### config.mk
export PLATFORM = sky130hd
export DESIGN_NAME = sttx_status_engine_par
export DESIGN_NICKNAME = d
export VERILOG_FILES = /design/src/rtl/sttx_pkg.sv /design/src/rtl/sttx_seg_merge.sv /design/src/rtl/sttx_status_engine_par.sv
export SDC_FILE = /design/constraint.sdc
export NUM_CORES = 1
export LEC_CHECK = 0
export ABC_AREA = 1
export BUFFER_PORTS_ARGS = -buffer_cell sky130_fd_sc_hd__buf_2
export CAP_MARGIN = 40
export CORE_MARGIN = 5
export CORE_UTILIZATION = 45
export DETAILED_ROUTE_END_ITERATION = 10
export GPL_ROUTABILITY_DRIVEN = 0
export PLACE_DENSITY = 0.72
export SYNTH_ARGS = -nofsm -noshare
export SYNTH_HDL_FRONTEND = slang
export SYNTH_SLANG_ARGS = --single-unit
export TNS_END_PERCENT = 20
### constraint.sdc
create_clock -name clk -period 4.1 [get_ports clk]
set_input_delay 0.41 -clock clk [delete_from_list [all_inputs] [get_ports clk]]
set_output_delay 0.41 -clock clk [all_outputs]
set_load 0.005 [all_outputs]
### src/rtl/sttx_pkg.sv
// Shared definitions for the TCAM status-merge engine: segment status codes,
// engine state encoding and the per-segment merge decision.
package sttx_pkg;

   localparam logic [1:0] ST_EMPTY = 2'b00;
   localparam logic [1:0] ST_VALID = 2'b01;
   localparam logic [1:0] ST_MOD   = 2'b10;
   localparam logic [1:0] ST_WILD  = 2'b11;

   typedef enum logic [1:0] {
      S_IDLE = 2'd0,
      S_RUN  = 2'd1,
      S_DONE = 2'd2
   } state_e;

   typedef enum logic [1:0] {
      EV_NONE  = 2'd0,
      EV_ALLOC = 2'd1,
      EV_HIT   = 2'd2,
      EV_MOD   = 2'd3
   } evt_e;

   // use_id selects the ID data bits for the result, st is the result status
   typedef struct packed {
      logic       use_id;
      logic [1:0] st;
      evt_e       evt;
   } merge_t;

   // The decision depends only on the two status fields and whether the data
   // fields match, so it stays independent of the data width.
   function automatic merge_t seg_merge(input logic [1:0] ram_st,
                                        input logic [1:0] id_st,
                                        input logic       data_eq);
      merge_t m;
      m.use_id = 1'b0;
      m.st     = ram_st;
      m.evt    = EV_NONE;
      if ((id_st == ST_WILD) || (ram_st == ST_WILD)) begin
         m.evt = EV_NONE;
      end else if (ram_st == ST_EMPTY) begin
         m.use_id = 1'b1;
         m.st     = ST_VALID;
         m.evt    = EV_ALLOC;
      end else if (data_eq) begin
         m.evt = EV_HIT;
      end else begin
         m.use_id = 1'b1;
         m.st     = ST_MOD;
         m.evt    = EV_MOD;
      end
      return m;
   endfunction

endpackage

### src/rtl/sttx_seg_merge.sv
// Combinational merge cell for one segment: RAM segment + ID segment ->
// merged segment and the counter event it produces.
module sttx_seg_merge
   import sttx_pkg::*;
#(
   parameter int DWID = 8
) (
   input  logic [DWID+1:0] ram_seg_i,
   input  logic [DWID+1:0] id_seg_i,
   output logic [DWID+1:0] seg_o,
   output evt_e            evt_o
);

   merge_t m;

   // Apply the merge priority and assemble the output segment
   always_comb begin
      m     = seg_merge(ram_seg_i[DWID+1:DWID], id_seg_i[DWID+1:DWID],
                        ram_seg_i[DWID-1:0] == id_seg_i[DWID-1:0]);
      seg_o = {m.st, (m.use_id ? id_seg_i[DWID-1:0] : ram_seg_i[DWID-1:0])};
      evt_o = m.evt;
   end

endmodule

### src/rtl/sttx_status_engine_par.sv
// Multi-lane status merge engine. Captures a set-ID vector and the matching
// RAM vector, merges LANES segments per beat and publishes the merged vector
// with alloc/hit/mod counts when the operation completes.
//
//   state  | meaning
//   -------+-------------------------------------------------------------
//   S_IDLE | ready for a request; inputs captured on the accept edge
//   S_RUN  | one beat per edge, LANES segments each; abort returns to idle
//   S_DONE | results published, o_Done high for this single cycle
module sttx_status_engine_par
   import sttx_pkg::*;
#(
   parameter  int KWID   = 104,
   parameter  int DWID   = 8,
   parameter  int LANES  = 1,
   localparam int SEGWID = DWID + 2,
   localparam int NSEG   = KWID / DWID,
   localparam int VTWID  = SEGWID * NSEG,
   localparam int NBEAT  = (NSEG + LANES - 1) / LANES,
   localparam int CWID   = $clog2(NSEG + 1)
) (
   input  logic             clk,
   input  logic             rst,
   input  logic             i_Status_En,
   output logic             o_ready,
   input  logic             i_abort,
   input  logic [VTWID-1:0] i_SET_ID,
   input  logic [VTWID-1:0] i_RAM_Data,
   output logic [VTWID-1:0] o_SETID_MOD,
   output logic             o_Done,
   output logic             o_busy,
   output logic [CWID-1:0]  o_alloc_cnt,
   output logic [CWID-1:0]  o_hit_cnt,
   output logic [CWID-1:0]  o_mod_cnt
);

   // Working vectors are padded to a whole number of beats so the last beat
   // never indexes outside the vector; padded lanes are simply not counted.
   localparam int PADW = NBEAT * LANES * SEGWID;
   localparam int IW   = $clog2(PADW);
   localparam int BWID = (NBEAT > 1) ? $clog2(NBEAT) : 1;

   state_e            state_q;
   logic [BWID-1:0]   beat_q;
   logic [PADW-1:0]   id_q, ram_q, work_q, work_d;
   logic [CWID-1:0]   alloc_q, hit_q, mod_q;
   logic [CWID-1:0]   alloc_d, hit_d, mod_d;
   logic [VTWID-1:0]  setid_q;
   logic [CWID-1:0]   alloc_out_q, hit_out_q, mod_out_q;
   logic              ready_q, busy_q, done_q;
   logic              last_beat;

   logic [31:0]       lane_seg [LANES];
   logic [IW-1:0]     lane_off [LANES];
   logic [SEGWID-1:0] lane_ram [LANES];
   logic [SEGWID-1:0] lane_id  [LANES];
   logic [SEGWID-1:0] lane_out [LANES];
   evt_e              lane_evt [LANES];
   logic [LANES-1:0]  lane_vld;

   assign last_beat = (beat_q == BWID'(NBEAT - 1));

   for (genvar l = 0; l < LANES; l++) begin : g_lane
      assign lane_seg[l] = 32'(beat_q) * 32'(LANES) + 32'(l);
      assign lane_off[l] = IW'(lane_seg[l] * 32'(SEGWID));
      assign lane_vld[l] = (lane_seg[l] < 32'(NSEG));
      assign lane_ram[l] = ram_q[lane_off[l] +: SEGWID];
      assign lane_id[l]  = id_q[lane_off[l] +: SEGWID];

      sttx_seg_merge #(.DWID(DWID)) u_merge (
         .ram_seg_i (lane_ram[l]),
         .id_seg_i  (lane_id[l]),
         .seg_o     (lane_out[l]),
         .evt_o     (lane_evt[l])
      );
   end

   // Fold this beat's lane results into the working vector and counters
   always_comb begin
      work_d  = work_q;
      alloc_d = alloc_q;
      hit_d   = hit_q;
      mod_d   = mod_q;
      for (int l = 0; l < LANES; l++) begin
         if (lane_vld[l]) begin
            work_d[lane_off[l] +: SEGWID] = lane_out[l];
            alloc_d = alloc_d + CWID'(lane_evt[l] == EV_ALLOC);
            hit_d   = hit_d   + CWID'(lane_evt[l] == EV_HIT);
            mod_d   = mod_d   + CWID'(lane_evt[l] == EV_MOD);
         end
      end
   end

   // Engine sequencing, capture, beat stepping and result publication
   always_ff @(posedge clk or negedge rst) begin
      if (!rst) begin
         state_q     <= S_IDLE;
         beat_q      <= '0;
         id_q        <= '0;
         ram_q       <= '0;
         work_q      <= '0;
         alloc_q     <= '0;
         hit_q       <= '0;
         mod_q       <= '0;
         setid_q     <= '0;
         alloc_out_q <= '0;
         hit_out_q   <= '0;
         mod_out_q   <= '0;
         ready_q     <= 1'b1;
         busy_q      <= 1'b0;
         done_q      <= 1'b0;
      end else begin
         case (state_q)
            S_IDLE: begin
               done_q <= 1'b0;
               if (i_Status_En) begin
                  id_q    <= PADW'(i_SET_ID);
                  ram_q   <= PADW'(i_RAM_Data);
                  work_q  <= '0;
                  alloc_q <= '0;
                  hit_q   <= '0;
                  mod_q   <= '0;
                  beat_q  <= '0;
                  state_q <= S_RUN;
                  ready_q <= 1'b0;
                  busy_q  <= 1'b1;
               end
            end
            S_RUN: begin
               if (i_abort) begin
                  state_q <= S_IDLE;
                  ready_q <= 1'b1;
                  busy_q  <= 1'b0;
               end else begin
                  work_q  <= work_d;
                  alloc_q <= alloc_d;
                  hit_q   <= hit_d;
                  mod_q   <= mod_d;
                  if (last_beat) begin
                     setid_q     <= work_d[VTWID-1:0];
                     alloc_out_q <= alloc_d;
                     hit_out_q   <= hit_d;
                     mod_out_q   <= mod_d;
                     done_q      <= 1'b1;
                     state_q     <= S_DONE;
                  end else begin
                     beat_q <= beat_q + BWID'(1);
                  end
               end
            end
            S_DONE: begin
               done_q  <= 1'b0;
               state_q <= S_IDLE;
               ready_q <= 1'b1;
               busy_q  <= 1'b0;
            end
            default: begin
               done_q  <= 1'b0;
               state_q <= S_IDLE;
               ready_q <= 1'b1;
               busy_q  <= 1'b0;
            end
         endcase
      end
   end

   assign o_ready     = ready_q;
   assign o_busy      = busy_q;
   assign o_Done      = done_q;
   assign o_SETID_MOD = setid_q;
   assign o_alloc_cnt = alloc_out_q;
   assign o_hit_cnt   = hit_out_q;
   assign o_mod_cnt   = mod_out_q;

endmodule
After elaboration in Yosys (flattened, before gate mapping)
Cells that the tools add are included.
{"block": "word_totals", "input_bits": 264, "wordCells": 89, "n_memories": 0, "rom_bits": 0, "regBits": 553, "out_inout_bits": 145, "latchBits": 0, "ramBits": 0}
{"block": "op_classes", "addsub": 5, "eq_ne": 14, "div": 0, "order_cmp": 1, "muxes": 37, "reduce_logical": 11, "n_bitwise": 1, "mul": 1, "shift": 4}
{"operator": "130-bit 2-to-1 mux", "n": 3}
{"operator": "130-bit case mux with 2 select lines", "n": 1}
{"operator": "130-bit by 9-bit indexed part select with 10-bit output", "n": 2}
{"operator": "130-bit bitwise mux", "n": 1}
{"operator": "10-bit by 10-bit variable shift with 130-bit output, first input constant", "n": 1}
{"operator": "10-bit by 10-bit indexed part select with 130-bit output", "n": 1}
{"operator": "4-bit 2-to-1 mux", "n": 9}
{"operator": "4-bit case mux with 2 select lines", "n": 4}
{"operator": "4-bit by 1-bit adder with 4-bit output", "n": 3}
{"operator": "2-bit != test, second input constant", "n": 5}
{"operator": "8-bit negator with 10-bit output", "n": 1}
{"operator": "2-bit == test, second input constant", "n": 4}
{"operator": "8-bit == test", "n": 1}
{"operator": "1-bit 2-to-1 mux", "n": 8}
{"operator": "2-bit 2-to-1 mux", "n": 4}
{"operator": "8-bit 2-to-1 mux", "n": 1}
{"operator": "2-bit AND reduction", "n": 4}
{"operator": "4-bit by 3-bit multiplier with 7-bit output, second input constant", "n": 1}
{"operator": "3-bit 2-to-1 mux", "n": 2}
{"operator": "3-bit AND reduction", "n": 2}
{"operator": "5-bit 2-to-1 mux", "n": 1}
{"operator": "4-bit by 1-bit adder with 4-bit output, second input constant", "n": 1}
{"operator": "2-bit by 1-bit == test with 1-bit output, second input constant", "n": 2}
{"operator": "4-bit == test, second input constant", "n": 1}
{"operator": "other kinds (9)", "n": 11}

Depth between registers and ports, before layout
{"block": "depth", "ltp_word": 12, "ltp_mapped": 27, "mapped_depth_nobuf": 24}

Hierarchy
Synthesis repeated with hierarchy kept, for this count alone.
{"block": "hier_totals", "cells_unflattened": 3616, "area_unflattened_um2": 27189.8}
{"mod": "sttx_status_engine_par", "cells_each": 3545, "instances": 1, "area_each_um2": 26843.2, "seq_area_each_um2": 13839.5}
{"mod": "sttx_seg_merge", "cells_each": 71, "instances": 1, "area_each_um2": 346.6, "seq_area_each_um2": 0.0}

Worst setup path before layout
No wires, ideal clock.
{"block": "synth_timing", "kind": "register to register", "start": "reg beat_q[3]", "end": "reg setid_q[52], in the netlist o_SETID_MOD[52]", "required_time_ns": 3.983, "t_arrival_ns": 3.289, "setup_ns": 0.117, "setup_slack_ns": 0.694, "synth_period_minus_slack_ns": 3.406, "stages_incl_launch_ff": 18, "path_buffers": 1, "cell_sequence": "dfrtp_1 ha_1 ha_1 inv_1 fa_1 xnor2_1 nor2_1 inv_1 nand2_1 nor2_1 inv_1 nor2_1 inv_1 buf_1 nor2_1 mux2_2 nand2_1 nand2_1"}
{"block": "synth_between", "elab_chain_len": 10, "elab_cells_between_ends": 20, "classes_between": "add/sub (1); mul (1); order compare (1); eq/ne (4); shift (4); mux (6); reduce/logical (3)"}
{"element": "start, declared", "line_no": "sttx_status_engine_par.sv:44", "text": "logic [BWID-1:0] beat_q;"}
{"element": "start signal, assigned", "line_no": "sttx_status_engine_par.sv:147", "text": "beat_q <= beat_q + BWID'(1);"}
{"element": "4-bit by 3-bit multiplier with 7-bit output", "line_no": "sttx_status_engine_par.sv:65", "text": "assign lane_off[l] = IW'(lane_seg[l] * 32'(SEGWID));"}
{"element": "130-bit by 9-bit indexed part select with 10-bit output (on tied branches)", "line_no": "sttx_status_engine_par.sv:67, sttx_status_engine_par.sv:68"}
{"element": "8-bit == test", "line_no": "sttx_seg_merge.sv:19", "text": "ram_seg_i[DWID-1:0] == id_seg_i[DWID-1:0]);"}
{"element": "3-bit 2-to-1 mux", "line_no": "sttx_pkg.sv:45", "text": "end else if (data_eq) begin"}
{"element": "5-bit 2-to-1 mux", "line_no": "sttx_pkg.sv:41", "text": "end else if (ram_st == ST_EMPTY) begin"}
{"element": "3-bit 2-to-1 mux", "line_no": "sttx_pkg.sv:39", "text": "if ((id_st == ST_WILD) || (ram_st == ST_WILD)) begin"}
{"element": "8-bit 2-to-1 mux", "line_no": "sttx_seg_merge.sv:20", "text": "seg_o = {m.st, (m.use_id ? id_seg_i[DWID-1:0] : ram_seg_i[DWID-1:0])};"}
{"element": "10-bit by 10-bit indexed part select with 130-bit output", "line_no": "sttx_status_engine_par.sv:86", "text": "work_d[lane_off[l] +: SEGWID] = lane_out[l];"}
{"element": "130-bit bitwise mux", "line_no": "sttx_status_engine_par.sv:86"}
{"element": "130-bit 2-to-1 mux", "line_no": "sttx_status_engine_par.sv:85", "text": "if (lane_vld[l]) begin"}
{"element": "end signal, assigned", "line_no": "sttx_status_engine_par.sv:140", "text": "setid_q <= work_d[VTWID-1:0];"}
{"element": "end, declared", "line_no": "sttx_status_engine_par.sv:48", "text": "logic [VTWID-1:0] setid_q;"}
Parallel ways exist; a longest one is shown, timed or not.
A chain may end at the register's enable or synchronous reset.

Final worst setup path
{"block": "layout_timing", "start": "reg beat_q[0]", "end": "reg work_q[29]"}
{"block": "layout_between", "elab_chain_len": 12, "elab_cells_between_ends": 20, "classes_between": "add/sub (1); mul (1); order compare (1); eq/ne (3); shift (4); mux (8); reduce/logical (2)"}
{"element": "4-bit by 3-bit multiplier with 7-bit output", "line_no": "sttx_status_engine_par.sv:65"}
{"element": "130-bit by 9-bit indexed part select with 10-bit output (on tied branches)", "line_no": "sttx_status_engine_par.sv:67, sttx_status_engine_par.sv:68"}
{"element": "8-bit == test", "line_no": "sttx_seg_merge.sv:19"}
{"element": "3-bit 2-to-1 mux", "line_no": "sttx_pkg.sv:45"}
{"element": "5-bit 2-to-1 mux", "line_no": "sttx_pkg.sv:41"}
{"element": "3-bit 2-to-1 mux", "line_no": "sttx_pkg.sv:39"}
{"element": "8-bit 2-to-1 mux", "line_no": "sttx_seg_merge.sv:20"}
{"element": "10-bit by 10-bit indexed part select with 130-bit output", "line_no": "sttx_status_engine_par.sv:86"}
{"element": "130-bit bitwise mux", "line_no": "sttx_status_engine_par.sv:86"}
{"element": "130-bit 2-to-1 mux *", "line_no": "sttx_status_engine_par.sv:85"}
{"element": "130-bit 2-to-1 mux *", "line_no": "sttx_status_engine_par.sv:130", "text": "if (i_abort) begin"}
{"element": "130-bit case mux with 2 select lines *", "line_no": "sttx_status_engine_par.sv:113", "text": "case (state_q)"}
{"element": "end signal, assigned", "line_no": "sttx_status_engine_par.sv:135", "text": "work_q <= work_d;"}
{"element": "end, declared", "line_no": "sttx_status_engine_par.sv:45", "text": "logic [PADW-1:0] id_q, ram_q, work_q, work_d;"}
Every way passes the cells marked *; elsewhere a longest branch is shown, timed or not. The select of a mux whose other input is x is not followed.

==> run_results.csv <==
group,metric,value,unit
yosys,yosys.area.top_type,"dfrtp_1",
drt,routed_wl,95100,µm
yosys,syn-num-nets,4057,
cts,clock_latency,0.64,ns
power_and_ir_drop,p_per_area,602,nW/µm²
drt,detail_route.vias_per_cell,5.31,
hold_path,worstHoldStart,"i_SET_ID[124]",
power_and_ir_drop,max-vdd-ir-drop,0.439,mV
placement,portBuffers,408,
layout,fin_util,0.571,
layout,drive_above_1_share,0.148,
sta,min_period,3.87,ns
grt,antenna_found_initial,5,
cts,cts.sinks,553,
layout,fin_nets,4603,
critical_path,start_kind,"register",
yosys,syn_inst,3778,
critical_path,cp_cell_sequence,"nor2_4 > buf_12 > nand2_1 > a21oi_1 > o21ai_0 > nand2_1 > inv_1 > nand2_1 > nand3_4 > nand2_4 > nand2_1 > nand3_1 > nand2_1 > nand2_1 > nand2_1 > o21ai_2 > mux2i_1 > nand2_1 > o21ai_0",
yosys,async_reset_ff_frac,1.00,
sta,layout_worst_path_cycle_share,0.943,
drt,via_count,27400,
critical_path,crit_path_end_kind,"register",
run_status,outcome,"completed",
drt,ant_nets,0,
cts,cts-root-buf,"clkbuf_16",
grt,grt_pass1_vias,27000,
drt,drc,0,
die,num_io_pins,409,
yosys,synth.distinct_cells,49,
sta,tightest_slew,0.955,ns
drt,wl_per_cell,18.4,µm
yosys,ys_top_cells_by_area,"dfrtp_1, nand2_1, nor2_1",
cts,clk_path_buf_depth,3,
die,core_area,60500,µm²
drt,first_iter_violations,2921,
yosys,synthesis.area,27500,µm²
cts,cts_tree,"built",
critical_path,critPathTopFamily,"simple AND/OR/NAND/NOR gates",
layout,area_growth,25.5,%
critical_path,crit_fanout,15,
hold_path,hold_class,"input port to register",
critical_path,worstPathArrival,4.35,ns
sta,clock.fmax,259,MHz
critical_path,crit_top_cell,"nand2_1",
sta,max-slew-margin-rel,0.363,
sta,hold-worst-slack,0.00332,ns
placement,dp_cells,4846,
cts,h-tree-depth,2,
sta,fin_skew,0.0402,ns
yosys,postSynthAreaPerCell,7.29,µm²
die,start_util,0.455,
power_and_ir_drop,power_leakage,18.8,nW
cts,path_clk_slew,0.06,ns
grt,track_usage,0.280,
critical_path,path_buf_inv,2,
grt,overflow,0,
drt,drt-pass1-iter-count,6,
sta,hold_viol,0,
yosys,synth_commonest_cells,"nand2_1, dfrtp_1, nor2_1",
die,die-area,66200,µm²
placement,dp_hpwl,63800,µm
job,max-cap-violations,0,
cts,numCtsBuffers,58,
critical_path,cp-startpoint,"beat_q[0]$_DFFE_PN0P_",
sta,slew_violations,0,
critical_path,required,4.58,ns
yosys,synth_ff_type,"dfrtp_1",
yosys,synth-edff-count,0,
die,fp.dieH,257,µm
sta,setup_viol,0,
die,row_count,90,
yosys,synth-seq-area-share,0.503,
sta,setup_tns,0,ns
critical_path,critPathMaxStageDelay,0.56,ns
yosys,synth_seq_cells,553,
critical_path,worstReg2RegStart,"beat_q[0]$_DFFE_PN0P_",
yosys,yosysWarnings,0,
grt,grt_pass1_wl,150000,µm
critical_path,worstSetupPathType,"register to register",
yosys,synth_top_area_share,0.502,
critical_path,crit_slowest_cell,"dfrtp_4",
grt,grt_max_degree,208,
layout,layoutNonFillerInstCount,5158,
die,dieWidth,257,µm
yosys,yosysMostFrequentCell,"nand2_1",
timing repair:
action                                  CTS  global route
resized for setup                         0            10
setup buffers                             0             2
endpoints found under the setup margin    0           107
hold endpoints to repair                287             1
hold buffers                            197             1
power by group:
group / internal (mW) / switching [mW]
Clock: 3.02 / 2.28
Combinational: 2.57 / 6.31
Sequential: 6.20 / 0.418
Total: 11.8 / 9.01
worst min-delay path: stages:
cell and delay [ns]:
buf_2 0.10, nand2_1 0.05, nand2_1 0.05
logic make-up after synthesis:
family          synth area share
compound gates            0.0797
simple gates               0.340
buf+inv                   0.0634
mux                      0.00386
xor+xnor                 0.00318
flops                      0.503
fa+ha+maj                0.00709
metrics by stage:
step | worst slack, ns | power (mW) | area (µm²)
finish | 0.234 | 20.8 | 34600
CTS | 0.0941 | 20.5 | 34500
floorplan | 0.694 | 12.0 | 27500
global route | -0.0112 | 22.0 | 34500
global placement | 0.233 | 14.9 | 30500
detailed placement | 0.167 | 15.0 | 30600
path summary, 6_finish.rpt:
| kind | depth (start not counted) | end | slack [ns] |
|---|---|---|---|
| hold reg to reg | 2 | o_ready$_DFFE_PN1P_ | 0.46 |
| hold / removal | 3 | id_q[124]$_DFFE_PN0P_ | 0.003 |
| min in group asynchronous | 2 | ram_q[86]$_DFFE_PN0P_ | 0.45 |
| setup reg to reg | 19 | work_q[29]$_DFFE_PN0P_ | 0.23 |
| setup / recovery | 19 | work_q[29]$_DFFE_PN0P_ | 0.23 |
| max in group asynchronous | 4 | o_SETID_MOD[71]$_DFFE_PN0P_ | 2.37 |
cell usage in the layout (no fill, tap or decap), types with 5 or more instances in the layout:
| cell | count |
|---|---|
| a21oi_1 | 43 |
| a22o_1 | 40 |
| buf_12 | 18 |
| buf_2 | 407 |
| buf_4 | 62 |
| clkbuf_1 | 9 |
| clkbuf_16 | 58 |
| clkbuf_8 | 12 |
| clkinv_2 | 19 |
| dfrtp_1 | 549 |
| diode_2 | 5 |
| dlygate4sd3_1 | 198 |
| ha_1 | 14 |
| inv_1 | 214 |
| inv_2 | 6 |
| mux2_2 | 5 |
| mux2i_1 | 5 |
| nand2_1 | 1832 |
| nand3_1 | 203 |
| nand3_2 | 6 |
| nand4_1 | 13 |
| nor2_1 | 291 |
| nor2_2 | 6 |
| nor3_1 | 13 |
| o211ai_1 | 19 |
| o21ai_0 | 210 |
| o21ai_1 | 38 |
| o22ai_1 | 9 |
| or2_2 | 6 |
| xor2_1 | 7 |
flip-flops by register name, summed over array words and instances, names as in the netlist:
register,flops
work_q,130
id_q,130
state_q,2
o_ready,1
o_hit_cnt,4
beat_q,4
o_busy,1
alloc_q,4
hit_q,4
o_mod_cnt,4
mod_q,4
o_alloc_cnt,4
o_SETID_MOD,130
o_Done,1
ram_q,130
area by class of cell:
type | instances | area (µm²)
Fill cell | 5395 | 25900
Sequential cell | 553 | 13800
Timing Repair Buffer | 689 | 4930
Inverter | 225 | 860
Clock buffer | 79 | 1650
Tap cell | 782 | 978
Multi-Input combinational cell | 2797 | 12000
Antenna cell | 5 | 12.5
Clock inverter | 28 | 270
layer usage:
| layer | part of all wire | GRT usage | wire, µm |
|---|---|---|---|
| met1 | 0.41 | 0.380 | 39000 |
| met2 | 0.45 | 0.441 | 43200 |
| met3 | 0.092 | 0.0600 | 8740 |
| met4 | 0.045 | 0.114 | 4250 |
| met5 | 0 | 0 | 0 |
(Power assumes the default switching activity.)
